<file path="src/rtl/booth_pkg.sv">
// Shared types and constants for the radix-2 Booth multiplier.
// State encoding, Booth pair codes and ALU select values.
package booth_pkg;

    typedef enum logic [1:0] {
        IDLE  = 2'd0,
        EVAL  = 2'd1,
        SHIFT = 2'd2,
        DONE  = 2'd3
    } state_t;

    localparam logic [1:0] BOOTH_ADD = 2'b01;
    localparam logic [1:0] BOOTH_SUB = 2'b10;

    localparam logic ALU_ADD = 1'b0;
    localparam logic ALU_SUB = 1'b1;

    // Pairs 01 and 10 change A; 00 and 11 leave it alone.
    function automatic logic booth_acts(input logic [1:0] pair);
        return (pair == BOOTH_ADD) || (pair == BOOTH_SUB);
    endfunction

endpackage

</file>
<file path="src/rtl/alu_addSub.sv">
// Shared add/subtract ALU used by the Booth iteration.
// addSub selects a-b when high, a+b when low.
module alu_addSub
    import booth_pkg::*;
#(
    parameter int WIDTH = 17
) (
    input  logic [WIDTH-1:0] a,
    input  logic [WIDTH-1:0] b,
    input  logic             addSub,
    output logic [WIDTH-1:0] result
);

    // Single adder with operand inversion for subtraction.
    always_comb begin
        result = '0;
        if (addSub == ALU_SUB) begin
            result = a + ~b + WIDTH'(1);
        end else begin
            result = a + b;
        end
    end

endmodule

</file>
<file path="src/rtl/booth_mult_ctrl.sv">
// Sequential radix-2 Booth multiplier controller.
// One multiplier bit per EVAL/SHIFT pair; 2*DATA_WIDTH product.
module booth_mult_ctrl
    import booth_pkg::*;
#(
    parameter int DATA_WIDTH = 16
) (
    input  logic                    clk,
    input  logic                    rst_n,
    input  logic                    start,
    input  logic [DATA_WIDTH-1:0]   multiplicand,
    input  logic [DATA_WIDTH-1:0]   multiplier,
    output logic                    busy,
    output logic                    done,
    output logic [2*DATA_WIDTH-1:0] product
);

    localparam int AW = DATA_WIDTH + 1;
    localparam int CW = $clog2(DATA_WIDTH + 1);

    state_t                state;
    logic [AW-1:0]         a_reg;
    logic [AW-1:0]         m_reg;
    logic [DATA_WIDTH-1:0] q_reg;
    logic                  q_1;
    logic [CW-1:0]         cnt;
    logic [1:0]            pair;
    logic                  add_sub;
    logic [AW-1:0]         alu_res;

    assign pair = {q_reg[0], q_1};

    // ALU select: subtract only on an EVAL with pair 10.
    always_comb begin
        add_sub = ALU_ADD;
        if (state == EVAL && pair == BOOTH_SUB) begin
            add_sub = ALU_SUB;
        end
    end

    alu_addSub #(
        .WIDTH (AW)
    ) u_alu (
        .a      (a_reg),
        .b      (m_reg),
        .addSub (add_sub),
        .result (alu_res)
    );

    // Control FSM with datapath registers and registered outputs.
    always_ff @(posedge clk or negedge rst_n) begin
        if (!rst_n) begin
            state   <= IDLE;
            a_reg   <= '0;
            m_reg   <= '0;
            q_reg   <= '0;
            q_1     <= 1'b0;
            cnt     <= '0;
            busy    <= 1'b0;
            done    <= 1'b0;
            product <= '0;
        end else begin
            unique case (state)
                IDLE: begin
                    done <= 1'b0;
                    if (start) begin
                        a_reg <= '0;
                        q_reg <= multiplier;
                        q_1   <= 1'b0;
                        m_reg <= {multiplicand[DATA_WIDTH-1],
                                  multiplicand};
                        cnt   <= CW'(DATA_WIDTH);
                        busy  <= 1'b1;
                        state <= EVAL;
                    end
                end
                EVAL: begin
                    if (booth_acts(pair)) begin
                        a_reg <= alu_res;
                    end
                    state <= SHIFT;
                end
                SHIFT: begin
                    a_reg <= {a_reg[AW-1], a_reg[AW-1:1]};
                    q_reg <= {a_reg[0], q_reg[DATA_WIDTH-1:1]};
                    q_1   <= q_reg[0];
                    cnt   <= cnt - CW'(1);
                    if (cnt == CW'(1)) begin
                        product <= {a_reg, q_reg[DATA_WIDTH-1:1]};
                        done    <= 1'b1;
                        state   <= DONE;
                    end else begin
                        state <= EVAL;
                    end
                end
                DONE: begin
                    done  <= 1'b0;
                    busy  <= 1'b0;
                    state <= IDLE;
                end
            endcase
        end
    end

endmodule

</file>
<file path="config.mk">
export PLATFORM = sky130hd
export DESIGN_NAME = booth_mult_ctrl
export DESIGN_NICKNAME = d
export VERILOG_FILES = /design/src/rtl/booth_pkg.sv /design/src/rtl/alu_addSub.sv /design/src/rtl/booth_mult_ctrl.sv
export SDC_FILE = /design/constraint.sdc
export NUM_CORES = 1
export LEC_CHECK = 0
export CAP_MARGIN = 20
export CORE_ASPECT_RATIO = 0.5
export CORE_UTILIZATION = 57
export CTS_CLUSTER_DIAMETER = 120
export DETAILED_ROUTE_END_ITERATION = 10
export MAX_ROUTING_LAYER = met4
export PLACE_DENSITY = 0.81
export SLEW_MARGIN = 20
export SYNTH_ARGS = -nofsm -noshare
export SYNTH_HDL_FRONTEND = slang
export SYNTH_HIERARCHICAL = 1
export SYNTH_SLANG_ARGS = --single-unit
</file>
<file path="constraint.sdc">
create_clock -name clk -period 2.8 [get_ports clk]
set_input_delay 0.42 -clock clk [delete_from_list [all_inputs] [get_ports clk]]
set_output_delay 0.42 -clock clk [all_outputs]
set_load 0.01 [all_outputs]
</file>
Word level (Yosys, flattened, before mapping)
Cells that the tools add are included.
{"block": "classes", "n_eq_ne": 9, "shift": 0, "muxes": 18, "n_div": 0, "n_mul": 0, "bitwise_logic": 2, "order_cmp": 0, "n_addsub": 4, "reduce_logical": 16}
{"operator": "two-way mux 17 bit", "n": 3}
{"operator": "one-hot mux 17 bit (3 select lines)", "n": 1}
{"operator": "adder 17 bit", "n": 2}
{"operator": "one-hot mux 16 bit (2 select lines)", "n": 1}
{"operator": "adder 17 x 1 -> 17 bit, second input constant", "n": 1}
{"operator": "NOT 17 bit", "n": 1}
{"operator": "two-way mux 16 bit", "n": 1}
{"operator": "one-hot mux 5 bit (2 select lines)", "n": 1}
{"operator": "AND reduction 2 bit", "n": 5}
{"operator": "one-hot mux 2 bit (4 select lines)", "n": 1}
{"operator": "nonzero test 2 bit", "n": 4}
{"operator": "equality test 2 bit, second input constant", "n": 3}
{"operator": "one-hot mux 1 bit (2 select lines)", "n": 3}
{"operator": "equality test 5 x 1 -> 1 bit, second input constant", "n": 1}
{"operator": "two-way mux 5 bit", "n": 1}
{"operator": "subtractor 5 x 1 -> 5 bit, second input constant", "n": 1}
{"operator": "equality test 2 x 1 -> 1 bit, second input constant", "n": 2}
{"operator": "two-way mux 1 bit", "n": 4}
{"operator": "two-way mux 2 bit", "n": 2}
{"operator": "inequality test 2 bit, second input constant", "n": 2}
{"operator": "AND reduction 4 bit", "n": 1}
{"operator": "AND reduction 3 bit", "n": 1}
{"operator": "nonzero test 3 bit", "n": 1}
{"operator": "logical NOT 2 bit", "n": 1}
{"operator": "other kinds (5)", "n": 5}
{"block": "word_totals", "word_cells": 59, "output_inout_bits": 34, "input_bits": 35, "ramBits": 0, "ff_bits": 91, "rom_bits": 0, "latch_bits": 0, "n_memories": 0}

Logic depth before layout (Yosys ltp)
{"block": "logic_depth", "ltp_word": 6, "depth_mapped": 12, "ltp_nobuf": 12}

Hierarchy
Netlist, hierarchy kept.
{"mod": "booth_mult_ctrl", "seq_area_each_um2": 2277.2, "instances": 1, "cells_per_inst": 316, "area_per_inst_um2": 4150.2}
{"mod": "alu_addSub", "seq_area_each_um2": 0.0, "instances": 1, "cells_per_inst": 243, "area_per_inst_um2": 1729.2}

Worst setup path after synthesis
Ideal clock, no wire load.
{"block": "synth_timing", "path_type": "reg2reg", "startpoint": "register m_reg[1]", "endpoint": "register a_reg[11]", "path_slack_ns": 0.252, "stages_incl_launch_ff": 12, "arrival_time_ns": 2.424, "required_time_ns": 2.675, "cell_sequence": "dfrtp_1 -> inv_1 -> ha_1 -> nor2b_1 -> o311a_2 -> o211a_4 -> a2111oi_2 -> a211oi_1 -> xnor2_1 -> a22oi_1 -> nor2_1 -> mux2_2"}
{"block": "synth_via", "elab_chain_cells": 6, "elab_cells_between_ends": 7}
{"element": "start: declaration", "line": "booth_mult_ctrl.sv:23", "text": "logic [AW-1:0] m_reg;"}
{"element": "start signal: assignment", "line": "booth_mult_ctrl.sv:70", "text": "m_reg <= {multiplicand[DATA_WIDTH-1],"}
{"element": "NOT 17 bit", "line": "alu_addSub.sv:18", "text": "result = a + ~b + WIDTH'(1);"}
{"element": "adder 17 bit", "line": "alu_addSub.sv:18"}
{"element": "adder 17 x 1 -> 17 bit", "line": "alu_addSub.sv:18"}
{"element": "two-way mux 17 bit *", "line": "alu_addSub.sv:17", "text": "if (addSub == ALU_SUB) begin"}
{"element": "named net alu_res[11]", "line": "booth_mult_ctrl.sv:29", "text": "logic [AW-1:0] alu_res;"}
{"element": "two-way mux 17 bit *", "line": "booth_mult_ctrl.sv:78", "text": "if (booth_acts(pair)) begin"}
{"element": "one-hot mux 17 bit (3 select lines) *", "line": "booth_mult_ctrl.sv:63", "text": "unique case (state)"}
{"element": "end signal: assignment", "line": "booth_mult_ctrl.sv:79", "text": "a_reg <= alu_res;"}
{"element": "end signal: assignment", "line": "booth_mult_ctrl.sv:84", "text": "a_reg <= {a_reg[AW-1], a_reg[AW-1:1]};"}
{"element": "end: declaration", "line": "booth_mult_ctrl.sv:22", "text": "logic [AW-1:0] a_reg;"}
Mark *: on every way through the listed nets, which the timed path passes. The rest lies on a longest branch. The select of a mux whose other input is x is not followed.
A chain may end at the register's enable or synchronous reset.

Worst setup path after layout
{"block": "layout_timing", "startpoint": "register a_reg[1]", "endpoint": "register a_reg[13]"}
{"block": "layout_via", "elab_chain_cells": 5, "elab_cells_between_ends": 6}
{"element": "adder 17 bit", "line": "alu_addSub.sv:18"}
{"element": "adder 17 x 1 -> 17 bit", "line": "alu_addSub.sv:18"}
{"element": "two-way mux 17 bit *", "line": "alu_addSub.sv:17"}
{"element": "named net alu_res[13]", "line": "booth_mult_ctrl.sv:29"}
{"element": "two-way mux 17 bit *", "line": "booth_mult_ctrl.sv:78"}
{"element": "one-hot mux 17 bit (3 select lines) *", "line": "booth_mult_ctrl.sv:63"}
Marks and branches as above.

==> results_dict.tcl <==
set metrics [dict create \
    avgSynthCellArea_um2 10.5 \
    max_cap_violations 0 \
    holdCritPathClass "input port to async pin" \
    synth_top_area_share_pct 38.7 \
    period_needed_ns 2.73 \
    die_w_um 146 \
    area_growth_pct 23.8 \
    multiInputGateArea_um2 3400 \
    pin_count 69 \
    hold_ws_ns 0.0623 \
    fp-row-count 25 \
    fillers 691 \
    synth_edf_count 0 \
    clk-insertion-delay-late_ns 0.35 \
    drtPass1Iterations 4 \
    cts_buffer_depth 2 \
    maxSlewViolCount 0 \
    place_congestion 0.962 \
    first_iter_violations 403 \
    grt_pass1_vias 4408 \
    synth_top_cell_by_area "dfrtp_1" \
    clock_skew_ns 0.00629 \
    via_count 4692 \
    cts_buffers 9 \
    status "complete, no violations" \
    die_h_um 73.8 \
    fin_crit_sh_pct 97.4 \
    via_per_inst 5.96 \
    layout.nets 726 \
    cts_tree "done" \
    drive_above_1_share_pct 24.4 \
    diodes 0 \
    post-synth-top-count-cell "dfrtp_1" \
    peakVddDrop_uv 466 \
    end_kind "flip-flop" \
    grt_pass1_wl_um 22900 \
    slowest_delay_ns 0.46 \
    reg2reg_to "a_reg[13]" \
    htreeDepth 3 \
    antenna_found_initial 0 \
    path_cells "ha_1 -> nor2b_1 -> o311a_2 -> o211a_4 -> a2111oi_4 -> a211o_1 -> xor2_1 -> a22oi_1 -> nor2_1 -> mux2_2" \
    leakagePower_uw 0.00339 \
    rr_startpoint "a_reg[1]" \
    rsz0062_at_grt "yes" \
    ys_seq_area_share_pct 38.7 \
    grt_max_degree 42 \
    track_usage_pct 29.2 \
    synthFlopType "dfrtp_1" \
    worstRegToRegCells 10 \
    worstMarginPinSlew_ns 0.698 \
    synthTopCellsByCount "dfrtp_1, ha_1, inv_1" \
    setup_viol 0 \
    yosysUniqueCellTypes 72 \
    cts.sinks 91 \
    pre_cts_slack_ns 0.0538 \
    cp.required_ns 3.03 \
    remaining_drc_errors 0 \
    cp_max_fo 7 \
    clkSlewWorstSetupHoldPaths_ns 0.07 \
    cp_top_family "compound AO/OA/AOI/OAI gates" \
    finalHoldViolations 0 \
    core_um2 9730 \
    wl_um 14800 \
    start_util_pct 60.4 \
    ant_nets 0 \
    rrSetupSlack_ns 0.07 \
    grt_overflow_total 0 \
    syn_nets 638 \
    syn_inst 559 \
    setup_slack_ns 0.0728 \
    wl_per_cell_um 18.8 \
    register_area_um2 2280 \
    ys_warn_count 6 \
    critPathSlowestCell "dfrtp_2" \
    crit_type "flip-flop to flip-flop" \
    fmax_mhz 367 \
    hpwl_um 10400 \
    crit_buf_inv 0 \
    startpoint_type "flip-flop" \
    cp.arrival_ns 2.96 \
    synth_seq_cells 91 \
    p_per_area_nw_per_um2 1040 \
    largest_reg_flops 32 \
    syn_area_um2 5880 \
    synth_async_sr_flop_share_pct 100 \
    numPortBuffers 68 \
    max-slew-margin-rel_pct 53.2 \
    dieArea_um2 10700 \
    synth_area_leaders "dfrtp_1, ha_1, mux2_4, mux2_2, mux2i_1" \
    cts_root_buf "clkbuf_16" \
]
-- cell type report --
type,count,area share [%]
Clock buffer,10,3.28
Clock inverter,6,0.773
Inverter,43,2.22
Multi-Input combinational cell,398,46.7
Sequential cell,91,31.3
Tap cell,135,2.32
Timing Repair Buffer,104,13.4
-- worst max-delay path by stage --
stage / startpoint / endpoint / cells after the start
floorplan: m_reg[1] / a_reg[11] / 11
global placement: a_reg[4] / a_reg[11] / 9
detailed placement: a_reg[1] / a_reg[15] / 10
CTS: a_reg[2] / a_reg[10] / 10
global route: a_reg[0] / a_reg[10] / 13
finish: a_reg[1] / a_reg[13] / 10
-- metal layers --
metal  up-vias  wire (µm)  track usage [%]  share of wire [%]
met5         -          0                -                  0
li1       2163          -                -                  -
met1      2296       7090             40.5                 48
met4         0        226             8.42                1.5
met3        24       1090             7.39                7.4
met2       209       6390             42.2                 43
-- per-stage QoR --
stage	area [µm²]	util, %	setup TNS, ns	power, µW	instances
after floorplan	5880	-	0	4870	559
after global placement	6830	70.2	0	5950	768
after detailed placement	6830	70.2	0	6070	768
after CTS	7130	73.3	0	7320	784
after global routing	7280	74.8	-0.0614	7990	787
final	7280	74.8	0	7540	787
-- report_power, final --
group / internal (µW) / switching, µW
registers: 1760 / 397
logic: 1910 / 2270
clock network: 647 / 558
-- cells by family (layout without fill, tap and decap cells) --
logic type / count (synthesis) / after routing / synth area share (%)
AOI/OAI and AO/OA: 127 / 127 / 15.2
xor gates and xnor gates: 16 / 16 / 2.38
adders and majority gates: 44 / 44 / 9.62
buffers and inverters: 70 / 163 / 5.83
DFF: 91 / 91 / 38.7
muxes: 84 / 84 / 17.5
and+or+nand+nor: 127 / 127 / 10.7
-- cells in the final DEF, fill, tap and decap left out, types with 3 or more instances in the layout --
cell / count
a22oi_1: 18
nor3b_1: 3
mux2i_1: 18
xnor2_1: 9
a31oi_1: 3
o21bai_1: 3
ha_1: 34
dfrtp_2: 4
a21oi_1: 21
o21ai_1: 5
nand4_1: 3
dfrtp_1: 87
nand2b_1: 6
o31ai_1: 5
mux2_4: 29
mux2_2: 36
and2_1: 3
ha_2: 6
clkdlybuf4s50_1: 67
clkbuf_16: 9
nor2_1: 39
nand3_1: 4
nand2_1: 36
buf_4: 35
nor2b_1: 11
nor3_1: 5
o21ai_0: 34
xor2_1: 7
inv_1: 41
-- repair_timing --
item | 4_1_cts | 5_1_grt
endpoints found under the hold margin | 0 | 0
buffers inserted | 0 | 3
gates resized for setup | 0 | 27
hold buffers | 0 | 0
endpoints found under the setup margin | 0 | 9
No activity file was read; power rests on OpenSTA's default activity.
